`src/rtl/apb_requester.sv`:
```
// apb_requester: turns a valid/ready command stream into single APB4 transfers,
// returning one response per command with optional pready timeout.
module apb_requester #(
  parameter int ADDR_WIDTH     = 12,
  parameter int DATA_WIDTH     = 32,
  parameter int TIMEOUT_CYCLES = 256
) (
  input  logic                    clk,
  input  logic                    rst,
  input  logic                    cmd_valid,
  output logic                    cmd_ready,
  input  logic                    cmd_write,
  input  logic [ADDR_WIDTH-1:0]   cmd_addr,
  input  logic [DATA_WIDTH-1:0]   cmd_wdata,
  input  logic [DATA_WIDTH/8-1:0] cmd_strb,
  output logic                    rsp_valid,
  input  logic                    rsp_ready,
  output logic [DATA_WIDTH-1:0]   rsp_rdata,
  output logic                    rsp_slverr,
  output logic                    rsp_timeout,
  output logic [ADDR_WIDTH-1:0]   paddr,
  output logic                    pwrite,
  output logic                    psel,
  output logic                    penable,
  output logic [DATA_WIDTH/8-1:0] pstrb,
  output logic [DATA_WIDTH-1:0]   pwdata,
  input  logic [DATA_WIDTH-1:0]   prdata,
  input  logic                    pready,
  input  logic                    pslverr
);
  localparam int CW = TIMEOUT_CYCLES > 0 ? $clog2(TIMEOUT_CYCLES + 1) : 1;
  localparam logic [CW-1:0] C_LAST = CW'(TIMEOUT_CYCLES > 0 ? TIMEOUT_CYCLES - 1 : 0);
  localparam logic        TO_EN  = TIMEOUT_CYCLES != 0;
  localparam logic [1:0] S_IDLE   = 2'd0;
  localparam logic [1:0] S_SETUP  = 2'd1;
  localparam logic [1:0] S_ACCESS = 2'd2;
  localparam logic [1:0] S_RESP   = 2'd3;

  logic [1:0]    r_state;
  logic [1:0]    w_next;
  logic [CW-1:0] r_cnt;
  logic          w_accept;
  logic          w_done;
  logic          w_abort;

  assign cmd_ready = r_state == S_IDLE && !rst;
  assign w_accept  = cmd_valid && cmd_ready;
  assign w_done    = r_state == S_ACCESS && pready;
  // pready wins over the timeout in the same cycle
  assign w_abort   = r_state == S_ACCESS && !pready && TO_EN && r_cnt == C_LAST;
  assign psel      = r_state == S_SETUP || r_state == S_ACCESS;
  assign penable   = r_state == S_ACCESS;
  assign rsp_valid = r_state == S_RESP;

  always_comb begin
    w_next = r_state == S_IDLE   ? (w_accept ? S_SETUP : S_IDLE) :
             r_state == S_SETUP  ? S_ACCESS :
             r_state == S_ACCESS ? ((w_done || w_abort) ? S_RESP : S_ACCESS) :
                                   (rsp_ready ? S_IDLE : S_RESP);
  end

  always_ff @(posedge clk) begin
    if (rst) begin
      r_state     <= S_IDLE;
      r_cnt       <= '0;
      paddr       <= '0;
      pwrite      <= 1'b0;
      pstrb       <= '0;
      pwdata      <= '0;
      rsp_rdata   <= '0;
      rsp_slverr  <= 1'b0;
      rsp_timeout <= 1'b0;
    end else begin
      r_state <= w_next;
      r_cnt   <= (r_state != S_ACCESS || w_next != S_ACCESS) ? '0 :
                 (&r_cnt ? r_cnt : r_cnt + 1'b1);
      if (w_accept) begin
        paddr  <= cmd_addr;
        pwrite <= cmd_write;
        pstrb  <= cmd_write ? cmd_strb : '0;
        pwdata <= cmd_write ? cmd_wdata : '0;
      end
      if (w_done) begin
        rsp_rdata   <= pwrite ? '0 : prdata;
        rsp_slverr  <= pslverr;
        rsp_timeout <= 1'b0;
      end else if (w_abort) begin
        rsp_rdata   <= '0;
        rsp_slverr  <= 1'b1;
        rsp_timeout <= 1'b1;
      end
    end
  end
endmodule

```
`config.mk`:
```
export PLATFORM = sky130hd
export DESIGN_NAME = apb_requester
export DESIGN_NICKNAME = d
export VERILOG_FILES = /design/src/rtl/apb_requester.sv
export SDC_FILE = /design/constraint.sdc
export NUM_CORES = 1
export LEC_CHECK = 0
export ABC_CLOCK_PERIOD_IN_PS = 4750
export CORE_MARGIN = 5
export CORE_UTILIZATION = 40
export CTS_CLUSTER_SIZE = 10
export DETAILED_ROUTE_END_ITERATION = 7
export GPL_TIMING_DRIVEN = 0
export PLACE_DENSITY = 0.8
export SETUP_SLACK_MARGIN = 0.05
export SLEW_MARGIN = 20
export SYNTH_ARGS = -nofsm -noshare
export SYNTH_HDL_FRONTEND = slang
export SYNTH_SLANG_ARGS = --single-unit
```
`constraint.sdc`:
```
create_clock -name clk -period 4.75 [get_ports clk]
set_input_delay 1.425 -clock clk [delete_from_list [all_inputs] [get_ports clk]]
set_output_delay 1.425 -clock clk [all_outputs]
set_load 0.05 [all_outputs]
```
==> results.ini, run 1 <==
[sta]
period_share=0.902
clock_skew_ns=0.0144
holdWs_ns=0.454
fin_crit_ns=4.28
slew_violations=0
setup_viol=0
max_freq_mhz=234
fin_tns_setup_ns=0
worstMarginPinSlew_ns=0.549
rsz0062_at_grt=no
max_slew_margin=0.634
hold_viol=0

[layout]
nNetsFinal=675
antennaDiodeCount=0
fin_util=0.646
area_growth_syn_to_layout_pct=57.6
drive_gt1_frac=0.0785

[routing]
routed_via_density=5.01
drc=0
route.detailed.wl_per_inst_um=15.0
top_layer=met4
met3_length_um=796
drt_wl_total_um=10400
first_pass_iters=4
wirelength_met1_um=4480
drt_iter0_markers=102
vias=3475
dr_wl_met2_um=4870
ant_nets=0

[clock_network]
h-tree-depth=3
cts_post_setup_buffers_inserted=0
cts_tree=yes
worstSkewPairLatency_ns=0.36
cts-root-buf=clkbuf_8
cts-buffers-inserted=9
clockBufferDepth=2
clk_pin_slew_ns=0.09
cts_sinks=94
cts_hold_buf=0
cts_resized=0

[placed_design]
gp_congestion=0.771
dp.final_hpwl_um=7990
io_buffer_count=171

[logic_synthesis]
syn-num-nets=493
yosysWarnings=0
synthCells=399
synth-edff-count=0
synth_top_cell_by_area=dfxtp_1
yosys_register_bits=94
synth.cell_area_mm2=0.00358
synthArstFlopShare=0
ys_seq_area_frac=0.526
synthFlopType=dfxtp_1
synth_top_area_frac=0.526
avgSynthCellArea_um2=8.96
yosys-top-cells-area=dfxtp_1 (53%), nand2_1 (6.8%), a22oi_1 (6.7%)
ys_types=36

[power]
p_int_w=0.00125
p_leak_nw=2.08
power.switching_w=0.000530
power_frac_clock=0.318
switching_share=0.299
p_comb_frac=0.212
vdd_ir_drop_max_mv=0.197
pwr-share-seq=0.471
powerDensity_mw_per_mm2=315

[setup_path]
required_ns=3.32
cp_max_fo=10
crit_type=input pin to output pin
r2r-start=r_cnt[0]
crit_path_start_kind=input pin
cp.arrival_ns=2.86
ff2ff_setup_slack_ns=2.85
critPathLaunch=rst
end_kind=output pin
endpoint=cmd_ready
ff2ff_path_depth=8
r2r-end=rsp_rdata[1]

[floorplan]
row_count=34
die_y_um=105
start_util=0.410
core_area_mm2=0.00872
io_pins=174
die_w_um=105
fp.dieArea_mm2=0.0109

[grt]
grt_max_degree=18
overflow=0
antenna_found_initial=0
grt_pass1_wl_um=16900
grt_pass1_vias=3476
gr-usage-all-layers=0.185

[min_path]
min_from=pwdata[27]
hp-class=flop to flop

[flow_run]
max-cap-violations=0

[outcome]
status=complete, no violations

## synthesized netlist by cell type (2+ instances only)
cell and number:
clkbuf_1 9, xor2_1 3, buf_6 8, nand2_1 65, and3b_1 2, nor2_1 42
buf_2 14, inv_1 3, nor2b_1 4, ha_1 7, nand3_1 37, or3_1 2
a21oi_1 42, buf_1 2, dfxtp_1 94, o21ai_0 2, nand3b_1 13, a22oi_1 32
## per-layer routing
layer	vias to the layer above	track usage
met2	130	0.308
met4	0	0.0722
met5	-	0
met1	1595	0.225
li1	1727	-
met3	23	0.0561
## power by group through the flow
stage	registers (W)	logic, W	clock network, W
3_5_place_dp	0.000854	0.000377	0
3_3_place_gp	0.000852	0.000373	0
5_1_grt	0.000840	0.000399	0.000611
4_1_cts	0.000836	0.000379	0.000577
2_1_floorplan	0.000953	0.000113	0
6_report	0.000836	0.000376	0.000564
## registers in the layout, indices dropped and copies added, names as in the netlist
signal and count:
paddr 12, pstrb 4, pwdata 32, pwrite 1, r_cnt 9, r_state 2, rsp_rdata 32, rsp_slverr 1
rsp_timeout 1
## worst min-delay path by stage
stage / to / slack (ns) / depth (start not counted)
3_3_place_gp: pwdata[2] / 0.44 / 2
5_1_grt: pwdata[0] / 0.48 / 2
2_1_floorplan: r_cnt[7] / 0.46 / 2
4_1_cts: pwdata[27] / 0.46 / 2
3_5_place_dp: pwdata[27] / 0.44 / 2
6_report: pwdata[27] / 0.45 / 2
## worst max-delay path, cell delays in order
cell             delay (ns)
buf_2                  0.14
clkbuf_1               0.27
nor2b_1                0.19
clkdlybuf4s50_1        0.83
## area by class of cell
class | count | area, µm²
Inverter | 3 | 11.3
Sequential cell | 94 | 1880
Fill cell | 720 | 3090
Multi-Input combinational cell | 268 | 1470
Clock buffer | 10 | 138
Clock inverter | 6 | 75.1
Buffer | 34 | 209
Tap cell | 108 | 135
Timing Repair Buffer | 171 | 1710
## placed cells by master (no fill, tap or decap), types with 7 or more instances in the layout
| cell type | n |
|---|---|
| dfxtp_1 | 94 |
| a22oi_1 | 32 |
| nand2_1 | 65 |
| nand3b_1 | 13 |
| a21oi_1 | 42 |
| ha_1 | 7 |
| buf_2 | 14 |
| buf_6 | 8 |
| clkbuf_1 | 9 |
| clkdlybuf4s50_1 | 171 |
| nor2_1 | 42 |
| clkbuf_8 | 10 |
| nand3_1 | 37 |
## cells by family after synthesis
logic type / synth area share
compound gates: 0.148
xor+xnor: 0.00980
fa+ha+maj: 0.0245
buf+inv: 0.0616
flops: 0.526
mux: 0.00280
simple gates: 0.227
## metrics by stage
step,worst slack [ns],area (µm²),instances,power [W]
after floorplan,0.896,3580,399,0.00107
after global placement,0.452,5420,678,0.00123
after detailed placement,0.462,5420,678,0.00123
after CTS,0.438,5640,694,0.00179
after global routing,0.373,5640,694,0.00185
final,0.468,5640,694,0.00178
(Power assumes the default switching activity.)
==> run 2, diff against run 1 <==
Settings changed: ABC_AREA set to 1, CORE_UTILIZATION 40 to 44, PLACE_DENSITY 0.8 to 0.87.
==> results.ini, run 2 <==
[setup_path]
required_ns=3.32  ; about the same
path_common_cell=clkdlybuf4s50_1
path_cells=clkdlybuf4s50_1 -> nor2_4 -> clkdlybuf4s50_1
crit_type=input pin to output pin
crit_path_max_incr_delay_ns=0.82  ; about the same
end_kind=output pin
cp.arrival_ns=2.85  ; about the same
cp_max_fo=2  ; -8
crit_path_start_kind=input pin
cpMaxStageDelayCell=clkdlybuf4s50_1

[clock_network]
clk_pin_slew_ns=0.09  ; about the same
worstSkewPairLatency_ns=0.36  ; about the same
cts_sinks=94  ; unchanged
clockBufferDepth=2  ; unchanged
cts-buffers-inserted=9  ; unchanged
cts_resized=0  ; unchanged
cts-root-buf=clkbuf_8
h-tree-depth=3  ; unchanged
cts_post_setup_buffers_inserted=0  ; unchanged
cts_tree=yes
cts_hold_buf=0  ; unchanged

[routing]
first_pass_iters=5  ; +1
drt_wl_total_um=11600  ; +11%
drc=0  ; unchanged
vias=3848  ; +11%
route.detailed.wl_per_inst_um=15.4  ; +2.9%
ant_nets=0  ; unchanged
drt_iter0_markers=149  ; +46%
routed_via_density=5.12  ; +2.3%

[grt]
grt_max_degree=16  ; -2
antenna_found_initial=0  ; unchanged
gr-usage-all-layers=0.222  ; +0.0368
grt_pass1_wl_um=18200  ; +7.4%
overflow=0  ; unchanged
grt_pass1_vias=3889  ; +12%

[sta]
max_slew_margin=0.630  ; -0.00347
holdWs_ns=0.471  ; +0.0173 ns
fin_crit_ns=4.27  ; -0.00846 ns
period_share=0.900  ; -0.00178
worstMarginPinSlew_ns=0.553  ; +0.00346 ns
fin_tns_setup_ns=0  ; unchanged
hold_viol=0  ; unchanged
max_freq_mhz=234  ; +0.20%
slew_violations=0  ; unchanged
rsz0062_at_grt=no
finalWorstSetupSlack_ns=0.476  ; +0.00846 ns
setup_viol=0  ; unchanged
clock_skew_ns=0.00803  ; -0.00638 ns

[logic_synthesis]
synth_top_family_by_area=simple AND/OR/NAND/NOR gates
synthArstFlopShare=0  ; unchanged
yosys-top-cells-area=dfxtp_1 (52%), nand2_1 (12%), a21oi_1 (11%)
syn-num-nets=552  ; +12%
synth.cell_area_mm2=0.00365  ; +2.1%
synth_top_cell_by_area=dfxtp_1
synth-compound-area-share=0.109  ; -0.0397
synth_common_cells=nand2_1 (115), dfxtp_1 (94), a21oi_1 (77), nand3_1 (51), nand4_1 (35)
yosys_register_bits=94  ; unchanged
synthSimpleGateAreaFrac=0.280  ; +0.0536
synth-edff-count=0  ; unchanged
synthFlopType=dfxtp_1
ys_types=21  ; -42%
synth-adder-area-share=0.0240  ; -0.000504
avgSynthCellArea_um2=7.97  ; -11%
ys_seq_area_frac=0.515  ; -0.0108
synth_top_area_frac=0.515  ; -0.0108
synth_xor_area_frac=0.00480  ; -0.00500
yosysWarnings=0  ; unchanged
yosysMostFrequentCell=nand2_1
synthMuxAreaShare=0  ; -0.00280
synthCells=458  ; +15%

[outcome]
status=complete, no violations

[placed_design]
place_ws_ns=0.465  ; +0.00295 ns
dp.final_hpwl_um=8850  ; +11%
gp_congestion=0.780  ; +1.2%
dp_cells=735  ; +8.4%
io_buffer_count=172  ; +0.58%

[floorplan]
die_w_um=101  ; -3.3%
die_y_um=101  ; -3.3%
io_pins=174  ; unchanged
core_area_mm2=0.00813  ; -6.7%
fp.dieArea_mm2=0.0102  ; -6.5%
start_util=0.449  ; +0.0388
row_count=33  ; -2.9%

[layout]
fin_util=0.698  ; +0.0522
drive_gt1_frac=0.0557  ; -0.0228
largest_registers=pwdata x32, rsp_rdata x32, paddr x12
num-fill-cells=650  ; -9.7%
area_growth_syn_to_layout_pct=55.6
antennaDiodeCount=0  ; unchanged
nNetsFinal=735  ; +8.9%
mostFrequentLayoutCells=clkdlybuf4s50_1 (172), nand2_1 (115), dfxtp_1 (94), a21oi_1 (77), nand3_1 (51)
final_common_cell=clkdlybuf4s50_1
fin_cells=751  ; +8.2%

[power]
vdd_ir_drop_max_mv=0.212  ; +7.8%
powerDensity_mw_per_mm2=299  ; -5.1%
p_leak_nw=2.03  ; -2.3%

[min_path]
hp-class=flop to flop

[flow_run]
max-cap-violations=0  ; unchanged

==> run 2: changes by cell type after synthesis, moves of 4 or more <==
cell / delta
a21oi_1: +35
a22oi_1: -32
buf_6: -5
clkbuf_1: +6
inv_1: +16
nand2_1: +50
nand3_1: +14
nand3b_1: -13
nand4_1: +34
nor2_1: -28
nor2b_1: -4
==> run 2: path summary, 6_finish.rpt <==
kind	start	depth (start not counted)	endpoint	slack, ns
worst max register to register	r_cnt[0]	13	r_cnt[7]	2.71
worst max-delay path	rst	3	cmd_ready	0.48
worst min register to register	pwdata[15]	2	pwdata[15]	0.47
worst min-delay path	pwdata[15]	2	pwdata[15]	0.47
==> run 2: cell type report <==
| type | count | area [µm²] | area share |
|---|---|---|---|
| clock buffers | 11 | 141 | 0.0249 |
| multi-input cells | 310 | 1530 | 0.269 |
| repair buffers | 172 | 1720 | 0.303 |
| inverters | 19 | 71.3 | 0.0126 |
| flip-flops and latches | 94 | 1880 | 0.331 |
| well taps | 105 | 131 | 0.0231 |
| clock inverters | 5 | 35.0 | 0.00617 |
| plain buffers | 35 | 173 | 0.0304 |
==> run 2: metal layers <==
metal | vias up | share of wire | GRT usage
met5 | - | 0 | 0
met4 | 0 | 0.021 | 0.0941
met3 | 21 | 0.080 | 0.0651
met2 | 148 | 0.51 | 0.394
met1 | 1773 | 0.39 | 0.246
li1 | 1906 | - | -
==> run 2: critical path: cells and delay by family <==
family,cells,cell delay [ns]
buffers and inverters,2,1.27
and+or+nand+nor,1,0.15
==> run 2: through the flow <==
step / power (W) / area [µm²]
detailed placement: 0.00123 / 5500
global route: 0.00177 / 5680
CTS: 0.00171 / 5680
finish: 0.00170 / 5680
global placement: 0.00123 / 5500
floorplan: 0.00106 / 3650
==> run 2: cells by family (layout without fill, tap and decap cells) <==
group	Yosys count	after routing
AO/OA/AOI/OAI	79	79
buffers and inverters	54	242
AND/OR/NAND/NOR	222	222
flip-flops	94	94
adder cells (fa/ha/maj)	7	7
XOR/XNOR	2	2
==> run 2: report_power, final <==
part	total (W)	leakage (nW)	internal, W	switching, W
registers	0.000837	0.763	0.000819	0.0000182
logic	0.000378	1.19	0.000151	0.000227
clock network	0.000483	0.0776	0.000204	0.000280
total	0.00170	2.03	0.00117	0.000525
==> run 3, diff against run 2 <==
Settings changed: RECOVER_POWER set to 50.
==> results.ini, run 3 (synthesized netlist as in run 2, its figures left out) <==
[outcome]
status=complete, no violations

[min_path]
min_to=pwdata[15]
hp-class=flop to flop
min_from=pwdata[15]
min_path_cells=2  ; unchanged

[routing]
drc=0  ; unchanged
routed_via_density=5.12  ; -0.10%
ant_nets=0  ; unchanged
route.detailed.wl_per_inst_um=15.4  ; +0.15%
drt_iter0_markers=150  ; +0.67%
first_pass_iters=5  ; unchanged
vias=3844  ; -0.10%
drt_wl_total_um=11600  ; +0.15%

[floorplan]
die_w_um=101  ; unchanged
row_count=33  ; unchanged
io_pins=174  ; unchanged
core_area_mm2=0.00813  ; unchanged
fp.dieArea_mm2=0.0102  ; unchanged
start_util=0.449  ; unchanged
die_y_um=101  ; unchanged

[setup_path]
cpMaxStageDelayCell=clkdlybuf4s50_1
cp_max_fo=2  ; unchanged
r2r-end=r_cnt[7]
path_cells=dlygate4sd3_1 -> nor2_4 -> clkdlybuf4s50_1
ff2ff_setup_slack_ns=2.71  ; about the same
r2r-start=r_cnt[0]
ff2ff_path_depth=13  ; unchanged
end_kind=output pin
cp.arrival_ns=2.98  ; +0.13 ns
required_ns=3.32  ; about the same
crit_path_start_kind=input pin
crit_path_max_incr_delay_ns=0.82  ; about the same
crit_type=input pin to output pin

[clock_network]
h-tree-depth=3  ; unchanged
cts-root-buf=clkbuf_8
cts-buffers-inserted=9  ; unchanged
worstSkewPairLatency_ns=0.36  ; about the same
cts_post_setup_buffers_inserted=0  ; unchanged
cts_sinks=94  ; unchanged
cts_tree=yes
cts_hold_buf=0  ; unchanged
clockBufferDepth=2  ; unchanged
clk_pin_slew_ns=0.09  ; about the same
cts_resized=0  ; unchanged

[grt]
grt_max_degree=16  ; unchanged
gr-usage-all-layers=0.222  ; unchanged
grt_pass1_wl_um=18200  ; unchanged
grt_pass1_vias=3889  ; unchanged
overflow=0  ; unchanged
antenna_found_initial=0  ; unchanged

[sta]
max_slew_margin=0.631  ; about the same
hold_viol=0  ; unchanged
max_freq_mhz=227  ; -2.9%
slew_violations=0  ; unchanged
clock_skew_ns=0.00839  ; +0.000360 ns
finalWorstSetupSlack_ns=0.349  ; -0.127 ns
holdWs_ns=0.471  ; -0.000497 ns
worstMarginPinSlew_ns=0.552  ; -0.000550 ns
fin_crit_ns=4.40  ; +0.127 ns
fin_tns_setup_ns=0  ; unchanged
period_share=0.926  ; +0.0267
rsz0062_at_grt=no
setup_viol=0  ; unchanged

[layout]
drive_gt1_frac=0.0526  ; -0.00310
fin_area_mm2=0.00568  ; about the same
fin_cells=751  ; unchanged
largest_registers=pwdata x32, rsp_rdata x32, paddr x12
antennaDiodeCount=0  ; unchanged
final_common_cell=clkdlybuf4s50_1
nNetsFinal=735  ; unchanged
mostFrequentLayoutCells=clkdlybuf4s50_1 (171), nand2_1 (115), dfxtp_1 (94), a21oi_1 (77), nand3_1 (51)
area_growth_syn_to_layout_pct=55.5  ; about the same

[placed_design]
dp.final_hpwl_um=8850  ; unchanged
place_ws_ns=0.465  ; unchanged
gp_congestion=0.780  ; unchanged
postPlaceCellArea_mm2=0.00550  ; unchanged
io_buffer_count=172  ; unchanged
dp_cells=735  ; unchanged

[power]
powerDensity_mw_per_mm2=299  ; +0.11%
p_leak_nw=2.03  ; -0.26%
vdd_ir_drop_max_mv=0.213  ; +0.16%

[flow_run]
max-cap-violations=0  ; unchanged

==> run 3: changes by cell type in the layout (fill, tap and decap cells not counted) <==
cell             before  now
clkbuf_1             16   22
buf_1                 4    0
buf_2                12   10
clkdlybuf4s50_1     172  171
dlygate4sd3_1         0    1
==> run 3: area by class of cell <==
| type | instances | area, µm² |
|---|---|---|
| fillers | 652 | 2460 |
| multi-input cells | 310 | 1530 |
| repair buffers | 172 | 1720 |
| plain buffers | 35 | 170 |
| inverters | 19 | 71.3 |
| well taps | 105 | 131 |
| clock inverters | 5 | 35.0 |
| clock buffers | 11 | 141 |
| flip-flops and latches | 94 | 1880 |
==> run 3: critical path: cells and delay by family <==
kind                   cells  cell delay (ns)
buffers and inverters      2             1.40
and+or+nand+nor            1             0.15
==> run 3: metrics by stage <==
stage / total power, W / util
2_1_floorplan: 0.00106 / -
3_3_place_gp: 0.00123 / 0.677
3_5_place_dp: 0.00123 / 0.677
4_1_cts: 0.00171 / 0.698
5_1_grt: 0.00177 / 0.698
6_report: 0.00170 / 0.698
==> run 3: metal layers <==
layer | part of all wire | GRT usage
met3 | 0.079 | 0.0651
met4 | 0.021 | 0.0941
met2 | 0.51 | 0.394
met1 | 0.39 | 0.246
met5 | 0 | 0
==> run 3: worst max path at each step <==
stage / slack (ns) / endpoint / startpoint / cells past startpoint
CTS: 0.46 / cmd_ready / rst / 3
global route: 0.32 / cmd_ready / rst / 3
detailed placement: 0.47 / cmd_ready / rst / 3
finish: 0.35 / cmd_ready / rst / 3
floorplan: 1.60 / cmd_ready / rst / 1
global placement: 0.46 / cmd_ready / rst / 3
==> run 3: power breakdown <==
group	total (W)	internal (W)	switching [W]
clock network	0.000485	0.000204	0.000281
logic	0.000378	0.000151	0.000227
registers	0.000837	0.000819	0.0000182
total	0.00170	0.00117	0.000526
